===== src/rtl/rtmc_pkg.sv =====
// Shared types and defaults for the RTMC SPI-to-register-bus bridge.
// Opcodes and response codes match the byte values the host sends and receives.
package rtmc_pkg;

    localparam int RTMC_ADDR_W      = 8;
    localparam int RTMC_DATA_W      = 16;
    localparam int RTMC_BUS_TIMEOUT = 255;

    typedef enum logic [7:0] {
        O_NOP = 8'h00,
        O_RD  = 8'h01,
        O_WR  = 8'h02
    } op_t;

    typedef enum logic [7:0] {
        R_BUSY     = 8'h00,
        R_ACK      = 8'h01,
        R_ACK_DATA = 8'h02
    } result_t;

    typedef enum logic [2:0] {
        B_IDLE,
        B_ADDR,
        B_DHI,
        B_DLO,
        B_EXEC,
        B_RESP
    } bridge_state_t;

    function automatic logic is_bus_op(input logic [7:0] b);
        return (b == O_RD) || (b == O_WR);
    endfunction

endpackage


===== src/rtl/rtmc_spi_bridge.sv =====
// Frame decoder between an SPI byte shifter and a register bus: op/addr/data bytes in,
// one bus read or write per frame, result and read-data bytes out via host polling.
module rtmc_spi_bridge
    import rtmc_pkg::*;
#(
    parameter int ADDR_W      = RTMC_ADDR_W,
    parameter int DATA_W      = RTMC_DATA_W,
    parameter int BUS_TIMEOUT = RTMC_BUS_TIMEOUT
) (
    input  logic              clk,
    input  logic              rst,
    input  logic              cs_active,
    input  logic              rx_valid,
    input  logic [7:0]        rx_byte,
    output logic [7:0]        tx_byte,
    output logic [ADDR_W-1:0] bus_addr,
    output logic [DATA_W-1:0] bus_wdata,
    output logic              bus_we,
    output logic              bus_re,
    input  logic [DATA_W-1:0] bus_rdata,
    input  logic              bus_ready,
    output logic              busy,
    output logic              err
);

    localparam int TMO_W = 16;
    localparam logic [TMO_W-1:0] TMO_LAST =
        (BUS_TIMEOUT > 0) ? TMO_W'(BUS_TIMEOUT - 1) : '0;

    bridge_state_t     state_q;
    logic [7:0]        tx_q;
    logic [ADDR_W-1:0] addr_q;
    logic [DATA_W-1:0] wdata_q;
    logic [DATA_W-1:0] rdata_q;
    logic              we_q;
    logic              re_q;
    logic              err_q;
    logic              is_wr_q;
    logic [1:0]        idx_q;
    logic [TMO_W-1:0]  tmo_q;
    logic              cs_lost_q;

    logic rx_take;
    logic tmo_hit;

    assign rx_take = rx_valid && cs_active;
    assign tmo_hit = (BUS_TIMEOUT != 0) && (tmo_q == TMO_LAST);

    always_ff @(posedge clk) begin
        if (rst) begin
            state_q   <= B_IDLE;
            tx_q      <= 8'h00;
            addr_q    <= '0;
            wdata_q   <= '0;
            rdata_q   <= '0;
            we_q      <= 1'b0;
            re_q      <= 1'b0;
            err_q     <= 1'b0;
            is_wr_q   <= 1'b0;
            idx_q     <= 2'd0;
            tmo_q     <= '0;
            cs_lost_q <= 1'b0;
        end else begin
            err_q <= 1'b0;
            case (state_q)
                B_IDLE: begin
                    tx_q <= 8'h00;
                    if (rx_take) begin
                        if (is_bus_op(rx_byte)) begin
                            is_wr_q <= (rx_byte == O_WR);
                            state_q <= B_ADDR;
                        end else if (rx_byte != O_NOP) begin
                            err_q <= 1'b1;
                        end
                    end
                end

                B_ADDR: begin
                    if (!cs_active) begin
                        state_q <= B_IDLE;
                        tx_q    <= 8'h00;
                    end else if (rx_valid) begin
                        addr_q <= ADDR_W'(rx_byte);
                        if (is_wr_q) begin
                            state_q <= B_DHI;
                        end else begin
                            state_q   <= B_EXEC;
                            re_q      <= 1'b1;
                            tmo_q     <= '0;
                            cs_lost_q <= 1'b0;
                        end
                    end
                end

                B_DHI: begin
                    if (!cs_active) begin
                        state_q <= B_IDLE;
                        tx_q    <= 8'h00;
                    end else if (rx_valid) begin
                        wdata_q[DATA_W-1:DATA_W-8] <= rx_byte;
                        state_q <= B_DLO;
                    end
                end

                B_DLO: begin
                    if (!cs_active) begin
                        state_q <= B_IDLE;
                        tx_q    <= 8'h00;
                    end else if (rx_valid) begin
                        wdata_q[7:0] <= rx_byte;
                        state_q      <= B_EXEC;
                        we_q         <= 1'b1;
                        tmo_q        <= '0;
                        cs_lost_q    <= 1'b0;
                    end
                end

                // Polls are absorbed here; a deselect only defers the return to idle
                // so an issued write always reaches the bus.
                B_EXEC: begin
                    tx_q <= R_BUSY;
                    if (!cs_active) begin
                        cs_lost_q <= 1'b1;
                    end
                    if (bus_ready) begin
                        we_q <= 1'b0;
                        re_q <= 1'b0;
                        if (!is_wr_q) begin
                            rdata_q <= bus_rdata;
                        end
                        if (cs_lost_q || !cs_active) begin
                            state_q <= B_IDLE;
                            tx_q    <= 8'h00;
                        end else begin
                            state_q <= B_RESP;
                            tx_q    <= is_wr_q ? R_ACK : R_ACK_DATA;
                            idx_q   <= 2'd0;
                        end
                    end else if (tmo_hit) begin
                        we_q    <= 1'b0;
                        re_q    <= 1'b0;
                        err_q   <= 1'b1;
                        state_q <= B_IDLE;
                        tx_q    <= 8'h00;
                    end else begin
                        tmo_q <= tmo_q + 1'b1;
                    end
                end

                B_RESP: begin
                    if (!cs_active) begin
                        state_q <= B_IDLE;
                        tx_q    <= 8'h00;
                    end else if (rx_valid) begin
                        if (is_wr_q || idx_q == 2'd2) begin
                            state_q <= B_IDLE;
                            tx_q    <= 8'h00;
                        end else if (idx_q == 2'd0) begin
                            tx_q  <= rdata_q[DATA_W-1:DATA_W-8];
                            idx_q <= 2'd1;
                        end else begin
                            tx_q  <= rdata_q[7:0];
                            idx_q <= 2'd2;
                        end
                    end
                end

                default: begin
                    state_q <= B_IDLE;
                    tx_q    <= 8'h00;
                    we_q    <= 1'b0;
                    re_q    <= 1'b0;
                end
            endcase
        end
    end

    assign tx_byte   = tx_q;
    assign bus_addr  = addr_q;
    assign bus_wdata = wdata_q;
    assign bus_we    = we_q;
    assign bus_re    = re_q;
    assign busy      = (state_q != B_IDLE);
    assign err       = err_q;

endmodule


===== config.mk =====
export PLATFORM = sky130hd
export DESIGN_NAME = rtmc_spi_bridge
export DESIGN_NICKNAME = d
export VERILOG_FILES = /design/src/rtl/rtmc_pkg.sv /design/src/rtl/rtmc_spi_bridge.sv
export SDC_FILE = /design/constraint.sdc
export NUM_CORES = 1
export LEC_CHECK = 0
export ABC_AREA = 1
export BUFFER_PORTS_ARGS = -buffer_cell sky130_fd_sc_hd__buf_2
export CELL_PAD_IN_SITES_DETAIL_PLACEMENT = 0
export CELL_PAD_IN_SITES_GLOBAL_PLACEMENT = 1
export CORE_ASPECT_RATIO = 2
export CORE_MARGIN = 10
export CORE_UTILIZATION = 39
export CTS_CLUSTER_DIAMETER = 150
export DETAILED_ROUTE_END_ITERATION = 16
export PLACE_DENSITY_LB_ADDON = 0.15
export REMOVE_ABC_BUFFERS = 1
export SLEW_MARGIN = 20
export SYNTH_ARGS = -nofsm -noshare
export SYNTH_HDL_FRONTEND = slang
export SYNTH_SLANG_ARGS = --single-unit

===== constraint.sdc =====
create_clock -name clk -period 1.76 [get_ports clk]
set_input_delay 0.352 -clock clk [delete_from_list [all_inputs] [get_ports clk]]
set_output_delay 0.352 -clock clk [all_outputs]
set_load 0.01 [all_outputs]

==> results.sh, run 1 <==
export IMPL_status="completed"
export IMPL_fin_setup_tns_ns=0
export IMPL_dpl_worst_slack_ns=0.0663
export IMPL_fin_ws_ns=0.119
export IMPL_grt_pass1_vias=3717
export IMPL_worstPathBufferInverterCount=3
export IMPL_switching_share_pct=36.8
export IMPL_ir_drop_mv=0.634
export IMPL_drt_total_wl_mm=11.2
export IMPL_synthesis_area_um2=3590
export IMPL_layout_commonest_cell="nand2_1"
export IMPL_timing_hold_ws_ns=0.271
export IMPL_slew_headroom_pct=75.7
export IMPL_final_cell_mix="nand2_1 (117), nor2_1 (108), dfxtp_1 (72)"
export IMPL_fin_crit_sh_pct=93.3
export IMPL_gp_congestion=0.966
export IMPL_worst_pin_slew_ns=0.362
export IMPL_cp_common_cell="nand2_2"
export IMPL_cts_tree="done"
export IMPL_max_cap_violations=0
export IMPL_wl_per_cell_um=15.3
export IMPL_setup_worst_path_start="state_q[0]$_SDFFE_PP0P_"
export IMPL_finalPower_mw=5.66
export IMPL_initial_core_util_pct=39.8
export IMPL_grt_start_max_net_pins=50
export IMPL_cp_required_ns=1.97
export IMPL_r2r_start="state_q[0]$_SDFFE_PP0P_"
export IMPL_crit_type="reg2reg"
export IMPL_htree_num_levels=3
export IMPL_drt_iter0_drc=161
export IMPL_port_buffers=64
export IMPL_via_count=3732
export IMPL_clkSinkCount=74
export IMPL_power_density_nw_per_um2=1270
export IMPL_synth_ff_latch_count=74
export IMPL_final_setup_viol_count=0
export IMPL_drc_errors=0
export IMPL_grt_use_total_pct=16.9
export IMPL_grt_first_pass_wirelength_mm=18.1
export IMPL_crit_family="simple AND/OR/NAND/NOR gates"
export IMPL_die_h_um=156
export IMPL_num_fill_cells=964
export IMPL_clkPwrFrac_pct=32.5
export IMPL_min_path_type="in2reg"
export IMPL_cts_root_buf="clkbuf_16"
export IMPL_finClkSkew_ns=0.00799
export IMPL_period_minus_slack_ns=1.64
export IMPL_drt_first_pass_iters=4
export IMPL_synth_edff_count=0
export IMPL_grt_setup_unrepaired="true"
export IMPL_syn_avg_cell_area_um2=6.60
export IMPL_stdcell_area_um2=4460
export IMPL_synth_top_flop_cell="dfxtp_1"
export IMPL_cp_arrival_ns=1.86
export IMPL_intPower_mw=3.58
export IMPL_post_route_util_pct=49.5
export IMPL_synthCells=544
export IMPL_detail_route_antenna_nets=0
export IMPL_drive_above_1_share_pct=19.8
export IMPL_post_cts_buffers=0
export IMPL_clock_fmax_ghz=0.609
export IMPL_die_w_um=87.8
export IMPL_cp_slowest_stage_delay_ns=0.35
export IMPL_ys_warn_count=0
export IMPL_cts_buffers=9
export IMPL_p_sw_mw=2.08
export IMPL_core_um2=9010
export IMPL_p_leak_nw=1.93
export IMPL_cts_buffer_depth=2
export IMPL_fin_cells=732
export IMPL_path_max_fanout=22
export IMPL_seq_power_share_pct=34.8
export IMPL_path_clk_slew_ns=0.06
export IMPL_grt_antenna_before_repair=0
export IMPL_routed_via_density=5.10
export IMPL_io_pins=65
export IMPL_cp_end_kind="flip-flop"
export IMPL_areaGrowthSynthToFinish_pct=24.3
export IMPL_globalRouteOverflowTotal=0
export IMPL_path_cells="nor2_4 -> nand2_2 -> inv_2 -> nand2_1 -> clkinv_2 -> nand2_2 -> buf_4 -> o21ai_0 -> a21oi_1"
export IMPL_finalHoldViolCount=0
export IMPL_placedCellCount=716
export IMPL_power_frac_comb_pct=32.7
export IMPL_synth_cell_types=32
export IMPL_slowest_stage="dfxtp_1"
export IMPL_n_antenna_cell=0
export IMPL_dpl_cell_area_um2=4140
export IMPL_rows=49
export IMPL_critPathLaunchType="flip-flop"
export IMPL_fin_nets=656
export IMPL_hp_start="bus_rdata[4]"
export IMPL_die_area_um2=13700
export IMPL_detailed_place_hpwl_mm=8.80
export IMPL_yosysSeqAreaShare_pct=41.3
export IMPL_clock_latency_ns=0.33
export IMPL_cts_hold_buffers_added=0
export IMPL_drv_slew=0
export IMPL_synthArstFlopShare_pct=0
-- cells in the mapped netlist (2+ instances only) --
| cell | n | area share, % |
|---|---|---|
| a21oi_1 | 48 | 6.7 |
| nor2_1 | 111 | 12 |
| or2_2 | 2 | 0.35 |
| clkinv_1 | 2 | 0.21 |
| nand3_1 | 29 | 4.0 |
| dfxtp_1 | 74 | 41 |
| o211ai_1 | 4 | 0.84 |
| nor3_1 | 4 | 0.56 |
| o2111ai_1 | 2 | 0.49 |
| nand4_1 | 7 | 1.2 |
| nor2_2 | 2 | 0.35 |
| nand2_1 | 117 | 12 |
| buf_6 | 2 | 0.63 |
| nand2_4 | 2 | 0.63 |
| ha_1 | 2 | 0.70 |
| nand2_2 | 2 | 0.35 |
| clkbuf_1 | 10 | 1.0 |
| buf_2 | 4 | 0.56 |
| inv_2 | 4 | 0.42 |
| o21ai_0 | 51 | 7.1 |
| a31oi_1 | 2 | 0.35 |
| inv_1 | 53 | 5.5 |
-- cell type report --
cell class / count / area (um^2) / share of cell area [%]
tap: 102 / 128 / 2.86
sequential: 74 / 1480 / 33.3
clock buffer: 11 / 233 / 5.22
inverter: 60 / 230 / 5.16
multi-input combinational: 393 / 1820 / 40.7
timing repair buffer: 87 / 505 / 11.3
clock inverter: 5 / 63.8 / 1.43
-- final timing paths --
| check | end | slack [ns] | depth (start not counted) |
|---|---|---|---|
| worst max-delay path | rdata_q[3]$_SDFFE_PP0P_ | 0.12 | 9 |
| worst min-delay path | rdata_q[4]$_SDFFE_PP0P_ | 0.27 | 3 |
| worst max register to register | rdata_q[3]$_SDFFE_PP0P_ | 0.12 | 9 |
| worst min register to register | bus_wdata[15]$_SDFFE_PP0P_ | 0.44 | 2 |
-- layer usage --
layer / vias up / share of wire, % / track usage [%]
met5: - / 0 / 0
met4: 0 / 4.2 / 10.9
met3: 29 / 3.3 / 3.19
met2: 98 / 57 / 32.0
met1: 1696 / 36 / 15.4
li1: 1909 / - / -
-- worst reg2reg max path, cell delays in order (launching register included) --
cell,delay (ns)
dfxtp_1,0.35
nor2_4,0.14
nand2_2,0.15
inv_2,0.14
nand2_1,0.09
clkinv_2,0.10
nand2_2,0.08
buf_4,0.21
o21ai_0,0.20
a21oi_1,0.07
-- power groups by stage --
stage,logic (mW),registers [mW],clock network [mW]
2_1_floorplan,1.12,2.03,0
3_3_place_gp,1.81,2.00,0
3_5_place_dp,1.82,2.00,0
4_1_cts,1.83,1.97,1.89
5_1_grt,2.08,1.99,1.94
6_report,1.85,1.97,1.84
-- flip-flops by register name, summed over array words and instances (netlist names) --
name	flops
idx_q	2
tmo_q	16
cs_lost_q	1
err	1
is_wr_q	1
bus_addr	8
tx_byte	8
bus_re	1
state_q	3
rdata_q	16
bus_wdata	16
bus_we	1
-- kinds of logic (layout without fill, tap and decap cells) --
logic type | after synthesis | count (layout) | synth area share, %
AND/OR/NAND/NOR | 281 | 281 | 33.1
buffers and inverters | 77 | 163 | 8.75
adder cells (fa/ha/maj) | 2 | 2 | 0.697
AO/OA/AOI/OAI | 110 | 110 | 16.1
flip-flops | 74 | 74 | 41.3
-- repair_timing --
| action | 4_1_cts | 5_1_grt |
|---|---|---|
| hold endpoints to repair | 0 | 0 |
| endpoints found under the setup margin | 0 | 33 |
| resized for setup | 0 | 10 |
Note: power is estimated with default switching activity, not from simulation.
==> run 2: changes to the inputs <==
- CORE_UTILIZATION: 39 -> 42
- clock period: 1.76 -> 1.9 ns (I/O delays scaled with it)
==> run 2 against run 1 <==
Largest cell class unchanged. Final cell count decreased by 1.6%. Clock skew shrank 0.0025 ns. Critical path type unchanged. Global-route usage grew 0.22 points. Non-clock buffer count shrank 8.
==> results.sh, run 2 (synthesis results as in run 1) <==
export IMPL_globalRouteOverflowTotal=0
export IMPL_drc_errors=0
export IMPL_fin_setup_tns_ns=0
export IMPL_detailed_place_hpwl_mm=8.44
export IMPL_finalHoldViolCount=0
export IMPL_max_cap_violations=0
export IMPL_placedCellCount=704
export IMPL_status="completed"
export IMPL_grt_pass1_vias=3642
export IMPL_fin_cells=720
export IMPL_slew_headroom_pct=68.0
export IMPL_crit_cells=9
export IMPL_cts_root_buf="clkbuf_16"
export IMPL_drive_above_1_share_pct=18.6
export IMPL_grt_use_total_pct=17.1
export IMPL_cp_endpoint="tmo_q[14]$_SDFFE_PP0P_"
export IMPL_areaGrowthSynthToFinish_pct=22.3
export IMPL_cts_buffer_depth=2
export IMPL_setup_worst_path_start="tmo_q[1]$_SDFFE_PP0P_"
export IMPL_routed_via_density=5.07
export IMPL_drv_slew=0
export IMPL_final_cell_mix="nand2_1 (117), nor2_1 (110), dfxtp_1 (72)"
export IMPL_worstPathBufferInverterCount=1
export IMPL_grt_first_pass_wirelength_mm=17.6
export IMPL_finClkSkew_ns=0.00550
export IMPL_port_buffers=64
export IMPL_detail_route_antenna_nets=0
export IMPL_p_leak_nw=1.89
export IMPL_layout_commonest_cell="nand2_1"
export IMPL_htree_num_levels=3
export IMPL_final_setup_viol_count=0
export IMPL_die_w_um=85.4
export IMPL_critPathLaunchType="flip-flop"
export IMPL_post_cts_buffers=0
export IMPL_die_h_um=151
export IMPL_drt_total_wl_mm=10.8
export IMPL_cp_slowest_stage_delay_ns=0.43
export IMPL_power_density_nw_per_um2=1180
export IMPL_initial_core_util_pct=43.3
export IMPL_path_max_fanout=5
export IMPL_cp_end_kind="flip-flop"
export IMPL_ff2ff_setup_slack_ns=0.16
export IMPL_period_minus_slack_ns=1.74
export IMPL_core_um2=8290
export IMPL_fin_crit_sh_pct=91.8
export IMPL_grt_setup_unrepaired="false"
export IMPL_wl_per_cell_um=15.0
export IMPL_path_clk_slew_ns=0.06
export IMPL_via_count=3647
export IMPL_fin_nets=648
export IMPL_clock_latency_ns=0.34
export IMPL_crit_type="reg2reg"
export IMPL_clock_fmax_ghz=0.573
export IMPL_cp_required_ns=2.17
export IMPL_grt_antenna_before_repair=1
export IMPL_drt_iter0_drc=137
export IMPL_rows=47
export IMPL_worst_pin_slew_ns=0.477
export IMPL_grt_start_max_net_pins=48
export IMPL_cp_common_cell="nand2_1"
export IMPL_cts_tree="done"
export IMPL_clkSinkCount=74
export IMPL_gp_congestion=0.962
export IMPL_slowest_stage="dfxtp_1"
export IMPL_ir_drop_mv=0.638
export IMPL_cp_arrival_ns=2.01
export IMPL_reg2reg_depth=9
export IMPL_io_pins=65
export IMPL_min_path_type="in2reg"
export IMPL_r2r_start="tmo_q[1]$_SDFFE_PP0P_"
export IMPL_n_antenna_cell=0
export IMPL_drt_first_pass_iters=4
export IMPL_crit_family="simple AND/OR/NAND/NOR gates"
export IMPL_timing_rr_end="tmo_q[14]$_SDFFE_PP0P_"
export IMPL_path_cells="ha_1 -> nand2_1 -> inv_1 -> nand2_1 -> nor2_1 -> nand3_1 -> nand2_1 -> nand3_1 -> a21oi_1"
export IMPL_hp_start="bus_rdata[7]"
export IMPL_die_area_um2=12900
export IMPL_cts_buffers=9
-- run 2: cell count changes in the layout (fill, tap and decap cells not counted), moves of 2 or more --
cell / change
buf_4: -8
nand2_4: +2
nor2_1: +2
nor2_2: -2
o21ai_0: +2
o21ai_1: -2
-- run 2: power by group --
part | internal [mW] | switching, mW | total, mW | leakage (nW)
registers | 1.72 | 0.121 | 1.84 | 0.600
logic | 0.540 | 1.09 | 1.62 | 1.15
clock network | 1.06 | 0.670 | 1.73 | 0.142
total | 3.31 | 1.88 | 5.19 | 1.89
-- run 2: how the worst min path moves through the flow --
stage / endpoint / slack (ns) / cells after the start
global placement: bus_wdata[14]$_SDFFE_PP0P_ / 0.43 / 2
detailed placement: bus_wdata[15]$_SDFFE_PP0P_ / 0.44 / 2
floorplan: rdata_q[0]$_SDFFE_PP0P_ / 0.43 / 2
global route: rdata_q[6]$_SDFFE_PP0P_ / 0.32 / 3
CTS: rdata_q[4]$_SDFFE_PP0P_ / 0.29 / 3
finish: rdata_q[7]$_SDFFE_PP0P_ / 0.30 / 3
-- run 2: tightest hold or removal path: stages --
cell     delay, ns
buf_2         0.07
o21ai_0       0.07
nor2_1        0.08
-- run 2: routing by layer --
layer  share of wire (%)  GRT usage [%]  wire, um
met1                  36           16.0      3910
met5                   0              0         0
met2                  56           32.5      6010
met4                 3.8           9.85       413
met3                 4.0           4.00       433
-- run 2: what timing repair did --
| item | CTS | global route |
|---|---|---|
| resized for setup | 0 | 5 |
| endpoints found under the setup margin | 0 | 17 |
| hold buffers | 0 | 0 |
| endpoints found under the hold margin | 0 | 0 |
-- run 2: cell type report --
cell class | instances | area, um^2
Clock buffer | 11 | 243
Clock inverter | 5 | 62.6
Fill cell | 870 | 3900
Inverter | 60 | 230
Multi-Input combinational cell | 393 | 1800
Sequential cell | 74 | 1480
Tap cell | 98 | 123
Timing Repair Buffer | 79 | 445
-- run 2: stage by stage --
step           power [mW]  worst slack [ns]  hold slack (ns)  cell area (um^2)  util [%]
6_report             5.19             0.156            0.295              4390      52.9
5_1_grt              5.50            0.0135            0.318              4390      52.9
4_1_cts              5.22            0.0211            0.286              4380      52.8
3_5_place_dp         3.48            0.0279            0.436              4070      49.1
3_3_place_gp         3.47             0.102            0.428              4070      49.1
2_1_floorplan        2.92             0.145            0.427              3500         -
